===== config.mk =====
export PLATFORM = sky130hd
export DESIGN_NAME = dmem_access_ctrl_flat
export DESIGN_NICKNAME = d
export VERILOG_FILES = /design/src/rtl/mips_mem_pkg.sv /design/src/rtl/dmem_access_ctrl_if.sv /design/src/rtl/dmem_timeout_cnt.sv /design/src/rtl/dmem_access_ctrl.sv /design/src/flat_wrapper.sv
export SDC_FILE = /design/constraint.sdc
export NUM_CORES = 1
export LEC_CHECK = 0
export CAP_MARGIN = 30
export CORE_MARGIN = 2
export CORE_UTILIZATION = 40
export CTS_CLUSTER_DIAMETER = 200
export DETAILED_ROUTE_END_ITERATION = 10
export GPL_TIMING_DRIVEN = 0
export PLACE_DENSITY_LB_ADDON = 0.2
export RECOVER_POWER = 100
export SYNTH_ARGS = -nofsm -noshare
export SYNTH_HDL_FRONTEND = slang
export SYNTH_SLANG_ARGS = --single-unit

===== constraint.sdc =====
create_clock -name clk -period 1.72 [get_ports clk]
set_input_delay 0.344 -clock clk [delete_from_list [all_inputs] [get_ports clk]]
set_output_delay 0.344 -clock clk [all_outputs]
set_load 0.02 [all_outputs]

===== src/rtl/mips_mem_pkg.sv =====
// Shared definitions for the MIPS data-memory path: access-controller FSM
// encoding, main-opcode constants also decoded by the control unit, and the
// default bus timeout.
package mips_mem_pkg;

    typedef enum logic [1:0] {
        IDLE = 2'd0,
        BUSY = 2'd1,
        DONE = 2'd2
    } state_t;

    localparam logic [5:0] OP_RTYPE = 6'b000000;
    localparam logic [5:0] OP_LW    = 6'b100011;
    localparam logic [5:0] OP_SW    = 6'b101011;
    localparam logic [5:0] OP_BEQ   = 6'b000100;

    localparam int DEFAULT_TIMEOUT = 16;

    // True when a byte address does not point at the start of a 32-bit word.
    function automatic logic is_misaligned(input logic [1:0] lsb);
        return lsb != 2'b00;
    endfunction

endpackage


===== src/rtl/dmem_access_ctrl_if.sv =====
// External data-memory bus: a held request with a one-cycle completion strobe.
// The controller drives the master side, the memory drives the slave side.
interface dmem_access_ctrl_if #(
    parameter int ADDR_W = 32,
    parameter int DATA_W = 32
);
    logic              req;
    logic              we;
    logic [ADDR_W-1:0] addr;
    logic [DATA_W-1:0] wdata;
    logic              ack;
    logic [DATA_W-1:0] rdata;

    modport master (output req, we, addr, wdata, input ack, rdata);
    modport slave  (input req, we, addr, wdata, output ack, rdata);
endinterface


===== src/rtl/dmem_timeout_cnt.sv =====
// Wait-cycle counter for the access controller. Cleared when an access is
// accepted, advanced on every BUSY cycle without an ack; tc flags the last
// BUSY cycle allowed before the access is aborted.
module dmem_timeout_cnt #(
    parameter int TIMEOUT = 16
) (
    input  logic clk,
    input  logic rst_n,
    input  logic clr,
    input  logic en,
    output logic tc
);

    localparam int W = $clog2(TIMEOUT);
    localparam logic [W-1:0] LAST = W'(TIMEOUT - 1);

    logic [W-1:0] count_q;

    // Counter register: clear has priority, saturates at the terminal value.
    // NOTE: state is updated with <= so every flop samples pre-edge values.
    always_ff @(posedge clk or negedge rst_n) begin
        if (!rst_n) begin
            count_q <= '0;
        end else if (clr) begin
            count_q <= '0;
        end else if (en && (count_q != LAST)) begin
            count_q <= count_q + W'(1);
        end
    end

    assign tc = (count_q == LAST);

endmodule


===== src/rtl/dmem_access_ctrl.sv =====
// Data-memory access controller for the single-cycle MIPS datapath.
// Accepts lw/sw from the control unit, runs one req/ack transaction on the
// data-memory bus, stalls the core until it retires and returns load data.
// Optional build macro MISALIGN_CHK_EN: unaligned accesses are rejected in
// IDLE with an err pulse and never reach the bus. Without it the low two
// address bits are dropped and the enclosing word is accessed.
module dmem_access_ctrl
    import mips_mem_pkg::*;
#(
    parameter int ADDR_W  = 32,
    parameter int DATA_W  = 32,
    parameter int TIMEOUT = DEFAULT_TIMEOUT
) (
    input  logic              clk,
    input  logic              rst_n,
    input  logic              mem_read,
    input  logic              mem_write,
    input  logic [ADDR_W-1:0] addr,
    input  logic [DATA_W-1:0] wdata,
    output logic [DATA_W-1:0] rdata,
    output logic              stall,
    output logic              err,
    dmem_access_ctrl_if.master bus
);

    state_t            state_q;
    state_t            state_d;
    logic              req_any;
    logic              misalign;
    logic              cnt_clr;
    logic              cnt_en;
    logic              cnt_tc;
    logic              req_q;
    logic              we_q;
    logic [ADDR_W-1:0] addr_q;
    logic [DATA_W-1:0] wdata_q;

    assign req_any = mem_read | mem_write;

`ifdef MISALIGN_CHK_EN
    assign misalign = req_any && is_misaligned(addr[1:0]);
`else
    assign misalign = 1'b0;
`endif

    dmem_timeout_cnt #(
        .TIMEOUT (TIMEOUT)
    ) u_timeout_cnt (
        .clk   (clk),
        .rst_n (rst_n),
        .clr   (cnt_clr),
        .en    (cnt_en),
        .tc    (cnt_tc)
    );

    // FSM state register.
    always_ff @(posedge clk or negedge rst_n) begin
        if (!rst_n) begin
            state_q <= IDLE;
        end else begin
            state_q <= state_d;
        end
    end

    // Next-state logic and wait-counter control.
    // NOTE: every signal gets a default first so no path infers a latch.
    always_comb begin
        state_d = state_q;
        cnt_clr = 1'b0;
        cnt_en  = 1'b0;
        unique case (state_q)
            IDLE: begin
                if (req_any) begin
                    cnt_clr = 1'b1;
                    state_d = misalign ? DONE : BUSY;
                end
            end
            BUSY: begin
                if (bus.ack || cnt_tc) begin
                    state_d = DONE;
                end else begin
                    cnt_en = 1'b1;
                end
            end
            DONE:    state_d = IDLE;
            default: state_d = IDLE;
        endcase
    end

    // Request latch, bus drive registers, load-data and error outputs.
    // Aborted loads return zero; stores never touch rdata, even on abort.
    always_ff @(posedge clk or negedge rst_n) begin
        if (!rst_n) begin
            req_q   <= 1'b0;
            we_q    <= 1'b0;
            addr_q  <= '0;
            wdata_q <= '0;
            rdata   <= '0;
            err     <= 1'b0;
        end else begin
            req_q <= (state_d == BUSY);
            err   <= 1'b0;
            unique case (state_q)
                IDLE: begin
                    if (req_any) begin
                        we_q    <= mem_write;
                        addr_q  <= {addr[ADDR_W-1:2], 2'b00};
                        wdata_q <= wdata;
                        if (misalign) begin
                            err <= 1'b1;
                            if (!mem_write) rdata <= '0;
                        end
                    end
                end
                BUSY: begin
                    if (bus.ack) begin
                        if (!we_q) rdata <= bus.rdata;
                    end else if (cnt_tc) begin
                        err <= 1'b1;
                        if (!we_q) rdata <= '0;
                    end
                end
                default: ;
            endcase
        end
    end

    assign stall = ((state_q == IDLE) && req_any) || (state_q == BUSY);

    assign bus.req   = req_q;
    assign bus.we    = we_q;
    assign bus.addr  = addr_q;
    assign bus.wdata = wdata_q;

endmodule

===== src/flat_wrapper.sv =====
// flat-port wrapper written by rule: the top's interface ports become plain ports
module dmem_access_ctrl_flat import mips_mem_pkg::*;
#(
    parameter int ADDR_W  = 32,
    parameter int DATA_W  = 32,
    parameter int TIMEOUT = DEFAULT_TIMEOUT
)
  (clk, rst_n, mem_read, mem_write, addr, wdata, rdata, stall, err, bus_req, bus_we, bus_addr, bus_wdata, bus_ack, bus_rdata);
  dmem_access_ctrl_if #(.ADDR_W(ADDR_W), .DATA_W(DATA_W)) bus_i ();
  input  logic clk;
  input  logic rst_n;
  input  logic mem_read;
  input  logic mem_write;
  input  logic [ADDR_W-1:0] addr;
  input  logic [DATA_W-1:0] wdata;
  output logic [DATA_W-1:0] rdata;
  output logic stall;
  output logic err;
  output wire logic [$bits(bus_i.req)-1:0] bus_req;
  output wire logic [$bits(bus_i.we)-1:0] bus_we;
  output wire logic [$bits(bus_i.addr)-1:0] bus_addr;
  output wire logic [$bits(bus_i.wdata)-1:0] bus_wdata;
  input wire logic [$bits(bus_i.ack)-1:0] bus_ack;
  input wire logic [$bits(bus_i.rdata)-1:0] bus_rdata;
  assign bus_req = bus_i.req;
  assign bus_we = bus_i.we;
  assign bus_addr = bus_i.addr;
  assign bus_wdata = bus_i.wdata;
  assign bus_i.ack = bus_ack;
  assign bus_i.rdata = bus_rdata;
  dmem_access_ctrl #(.ADDR_W(ADDR_W), .DATA_W(DATA_W), .TIMEOUT(TIMEOUT)) u_core (.clk(clk), .rst_n(rst_n), .mem_read(mem_read), .mem_write(mem_write), .addr(addr), .wdata(wdata), .rdata(rdata), .stall(stall), .err(err), .bus(bus_i));
endmodule

==> Yosys cells after proc, flatten, opt, wreduce, memory -nomap -nowiden <==
Cells that the tools add are included.
{ "totals": {"reg_bits": 103, "inputBits": 101, "out_inout_bits": 100, "word_cells": 40} }
{ "op_classes": {"addsub": 1, "n_eq_ne": 4, "muxes": 16, "bitwise": 2, "n_reduce_logical": 9} }
{ "op_table": {"columns": ["op", "count"], "rows": [
  ["two-way mux 32 bit", 4],
  ["two-way mux 4 bit", 2],
  ["two-way mux 1 bit", 7],
  ["adder 4 x 1 -> 4 bit (second input constant)", 1],
  ["== test 2 x 1 -> 1 bit (second input constant)", 2],
  ["== test 4 bit (second input constant)", 1],
  ["two-way mux 2 bit", 2],
  ["!= test 4 bit (second input constant)", 1],
  ["one-hot mux 2 bit (2 select lines)", 1],
  ["nonzero test 2 bit", 2],
  ["AND reduction 3 bit", 1],
  ["logical AND 1 bit", 2],
  ["zero test 2 bit", 1],
  ["logical OR 1 bit", 2],
  ["AND reduction 2 bit", 1],
  ["inverter 1 bit", 1],
  ["OR 1 bit", 1]
]} }

==> Longest topological paths before layout <==
{ "depth": {"depth_word": 7, "depth_mapped": 5, "ltp_nobuf": 4} }

==> Modules after synthesis <==
A second synthesis with hierarchy kept.
{ "unflattened": {"hier_cells": 308, "area_unflattened_um2": 4214.0} }
{ "by_module_without_submodules": {"columns": ["mod", "instances", "cells_each", "area_per_inst_um2", "seq_area_each_um2"], "rows": [
  ["dmem_access_ctrl", 1, 288, 3985.1, 2477.4],
  ["dmem_timeout_cnt", 1, 20, 229.0, 100.1]
]} }

==> Worst setup path before layout <==
OpenSTA, ideal clock, no wires.
{ "synth_path": {"path_kind": "register to register", "from": "reg u_core.u_timeout_cnt.count_q[0]", "to": "reg u_core.rdata[0]", "setup_ns": 0.066, "arrival_ns": 1.515, "required_time_ns": 1.654, "slack_ns": 0.139, "stages_incl_launch_ff": 6, "n_path_buf": 1, "synth_period_minus_slack_ns": 1.581, "path_cell_list": "dfrtp_1 -> ha_1 -> and3_1 -> o21ai_1 -> clkbuf_1 -> a22o_1"} }
{ "synth_between": {"elab_chain_len": 3} }
{ "synth_rtl": {"columns": ["item", "line", "source"], "rows": [
  ["from (decl)", "dmem_timeout_cnt.sv:17", "logic [W-1:0] count_q;"],
  ["from (signal assigned)", "dmem_timeout_cnt.sv:27", "count_q <= count_q + W'(1);"],
  ["== test 4 bit", "dmem_timeout_cnt.sv:31", "assign tc = (count_q == LAST);"],
  ["nonzero test 2 bit (no source line)", null, null],
  ["AND reduction 3 bit (no source line)", null, null],
  ["to (signal assigned)", "dmem_access_ctrl.sv:117", "if (!we_q) rdata <= bus.rdata;"],
  ["to (decl)", "dmem_access_ctrl.sv:20", "output logic [DATA_W-1:0] rdata,"]
]} }
No other way between the ends.
A chain may end at the register's enable or synchronous reset.

==> Worst setup path in the final report <==
{ "layout_path": {"from": "reg u_core.wdata_q[2], in the netlist u_core.bus.wdata[2]", "to": "out bus_wdata[2]"} }
{ "layout_lines": {"columns": ["item", "line", "source"], "rows": [
  ["from (decl)", "dmem_access_ctrl.sv:36", "logic [DATA_W-1:0] wdata_q;"],
  ["from (signal assigned)", "dmem_access_ctrl.sv:108", "wdata_q <= wdata;"],
  ["to (decl)", "flat_wrapper.sv:22", "output wire logic [$bits(bus_i.wdata)-1:0] bus_wdata;"]
]} }
No word-level cell between the ends.

==> summary.txt <==
Finish
  – Finished Layout Cells: 596
  – Layout cells sized above 1: 21.2%
  – Fillcell total: 817
  – Nets: 560
  – Area Overhead vs Synth: 54.7%
  – Diode count: 0

Floorplanning
  – Starting Density: 40.5%
  – Die W: 103 µm
  – Core area: 9640 µm²
  – Rows: 36
  – DIE AREA: 10,600 µm²
  – Die Y-Extent: 103 µm
  – IO Pins: 201

Routing
  – Initial DRC Count: 57
  – Detailed-route DRC error count: 0
  – DRT Pass-1 Iters: 4
  – Via density: 4.77
  – Via count: 2,843
  – Final WL: 9750 µm
  – Antenna-violating nets left: 0
  – Avg WL per Cell: 16.4 µm

Worst setup path
  – R2R cell count: 5
  – CP bufs+invs: 1
  – Kind of end point of the critical path: output port
  – Cells along the critical path: clkdlybuf4s50_1
  – Critical Path Start Type: flop
  – Stages on worst setup path: 1
  – R2R Setup Slk: 0.11 ns
  – Slowest stage delay, CP: 0.62 ns
  – Max Fanout on Critical Path: 2
  – Critical R2R Launch: u_core.state_q[0]
  – WP data required: 1.38 ns
  – CP top delay family: buffers and inverters
  – Critical-path top delay cell: clkdlybuf4s50_1
  – FF-to-FF End: u_core.bus.wdata[8]
  – Crit Path Class: flop to output port
  – Critical Path AT: 1.35 ns

STA
  – Worst-margin pin slew: 1.35 ns
  – Final setup TNS: 0 ns
  – Clk_skew: 0.0100 ns
  – Minimum clock period: 1.69 ns
  – Max Slew Vio Count: 0
  – Fmax: 591 MHz
  – Min Hold Slack: 0.272 ns
  – Final hold viol count: 0
  – Period utilization: 98.3%
  – Max-slew headroom: 10.1%
  – Final setup fails: 0
  – RSZ-0062 raised after global routing: false

Synthesis
  – Number of synthesized register bits: 103
  – Cell count after synthesis: 246
  – Mean Syn Cell Area: 15.9 µm²
  – Share of the synthesized area in the top cell type: 66.0%
  – Most numerous cell in the Yosys netlist: dfrtp_1
  – Seq/Total Area, Yosys: 66.0%
  – Post-synth EDFFs: 0
  – Ys flop type: dfrtp_1
  – Most frequent cells after synthesis: dfrtp_1 (103), mux2_2 (58), a22o_1 (32)
  – Yosys cell types: 30
  – Dominant cells by area after synthesis: dfrtp_1 (66%), mux2_2 (17%), a22o_1 (7.2%), buf_6 (1.7%), mux2_1 (1.4%)
  – FFs w/ async S/R, synth: 100%
  – Mapped Area: 3910 µm²
  – Ys Warns: 0
  – Largest area contributor in the netlist: dfrtp_1

Clock network
  – Max clock buf depth: 2
  – CTS Buf Count: 9
  – CTS tree: done
  – Htree depth: 3
  – Skew-Pair Late Insertion Delay: 0.36 ns
  – CTS root buf: clkbuf_8
  – Clock Sinks: 103
  – Hold_buf cts: 0
  – Clock transition at path regs: 0.09 ns

Hold path
  – Hold Path Class: primary input to async pin

Power
  – Combinational power share: 49.3%
  – Flop pwr share: 36.0%
  – Internal: 7.30 mW
  – Maximum vdd drop: 0.000916 V
  – Lkg Pwr: 2.60 nW
  – Switch Pwr: 4.25 mW
  – PwrDens: 1910 nW/µm²
  – Sw Ratio: 36.8%
  – Clock network power share: 14.6%

GRT
  – Initial antenna violation count: 0
  – Largest net degree at the start of global routing: 57
  – Vias in the first global route: 2,837
  – Total grt overflow: 0
  – First-pass GRT wire length: 14,300 µm
  – Total track usage: 17.9%

Place
  – Dpl hpwl: 7130 µm
  – GP Congestion: 0.752
  – Input/output buffers: 196
  – Dpl cells: 577

Status
  – Status: complete, no violations

Flow run
  – # Max-Cap Violations: 0
==> per-stage QoR <==
step                area (µm²)  worst slack, ns  total power, mW  util [%]
finish                    6040           0.0288             11.5      62.7
global route              6040       0.00000500             12.2      62.7
CTS                       6310         0.000615             12.2      65.5
detailed placement        6060           -0.488             10.5      62.9
global placement          6040            -3.53             10.4      62.6
floorplan                 3910            0.139             7.49         -
==> logic make-up after synthesis <==
logic type	count (synthesis)	synth area share (%)
other	1	0.0960
AO/OA/AOI/OAI	39	8.49
AND/OR/NAND/NOR	21	3.49
flip-flops	103	66.0
buffers and inverters	17	3.20
adder cells (fa/ha/maj)	1	0.320
multiplexers	64	18.4
==> worst max path at each step <==
stage | end | from | slack, ns
final | bus_wdata[2] | u_core.bus.wdata[2] | 0.03
after CTS | rdata[10] | u_core.rdata[10] | 0.0006
after global placement | u_core.u_timeout_cnt.count_q[1] | rst_n | -3.53
after global routing | bus_addr[4] | u_core.bus.addr[4] | 0.000005
after floorplan | u_core.rdata[0] | u_core.u_timeout_cnt.count_q[0] | 0.14
after detailed placement | u_core.bus.wdata[10] | mem_write | -0.49
==> cell type report <==
cell class	count	area [µm²]	share of cell area [%]
Buffer	16	105	1.74
Sequential cell	103	2580	42.7
Tap cell	133	166	2.75
Multi-Input combinational cell	127	1210	20.0
Timing Repair Buffer	200	1760	29.0
Clock inverter	3	65.1	1.08
Inverter	1	3.75	0.0621
Clock buffer	13	159	2.63
==> routing by layer <==
metal  vias up  wire (µm)  track usage [%]
li1       1318          -                -
met1      1397       4150             23.0
met2       116       4730             28.8
met3        12        721             4.27
met4         0        152             8.20
met5         -          0                0
==> power by group through the flow <==
stage | Combinational (mW) | Sequential [mW] | Clock [mW]
detailed placement | 6.31 | 4.21 | 0
finish | 5.70 | 4.16 | 1.69
floorplan | 1.90 | 5.58 | 0
CTS | 6.34 | 4.17 | 1.73
global route | 6.08 | 4.31 | 1.80
global placement | 6.21 | 4.16 | 0
==> cell usage in the layout, fill, tap and decap left out, drive strengths merged <==
cell and count:
a31o 1, or4b 1, nor3 5, conb 2, or3 1, nor3b 2
clkinv 1, clkbuf 58, mux2i 1, dlygate4sd2 4, and3 2, nand2 2
a22o 32, clkdlybuf4s50 155, nand3 1, or3b 1, ha 1, o211a 1
nand2b 1, mux2 63, bufinv 2, nor2 4, o21ai 1, buf 12
inv 1, dfrtp 103, a21oi 2, o32ai 2, nand4b 1
==> sequential cells by signal, indices dropped and copies added, names as in the netlist <==
| name | count |
|---|---|
| u_core.state_q | 2 |
| u_core.bus.wdata | 32 |
| u_core.u_timeout_cnt.count_q | 4 |
| u_core.bus.addr | 30 |
| u_core.bus.req | 1 |
| u_core.rdata | 32 |
| u_core.err | 1 |
| u_core.bus.we | 1 |
==> timing repair <==
action	4_1_cts	5_1_grt
pin swaps	1	0
setup buffers	3	0
hold endpoints to repair	0	0
setup endpoints to repair	94	54
gates resized for setup	13	39
Note: power is estimated with default switching activity, not from simulation.
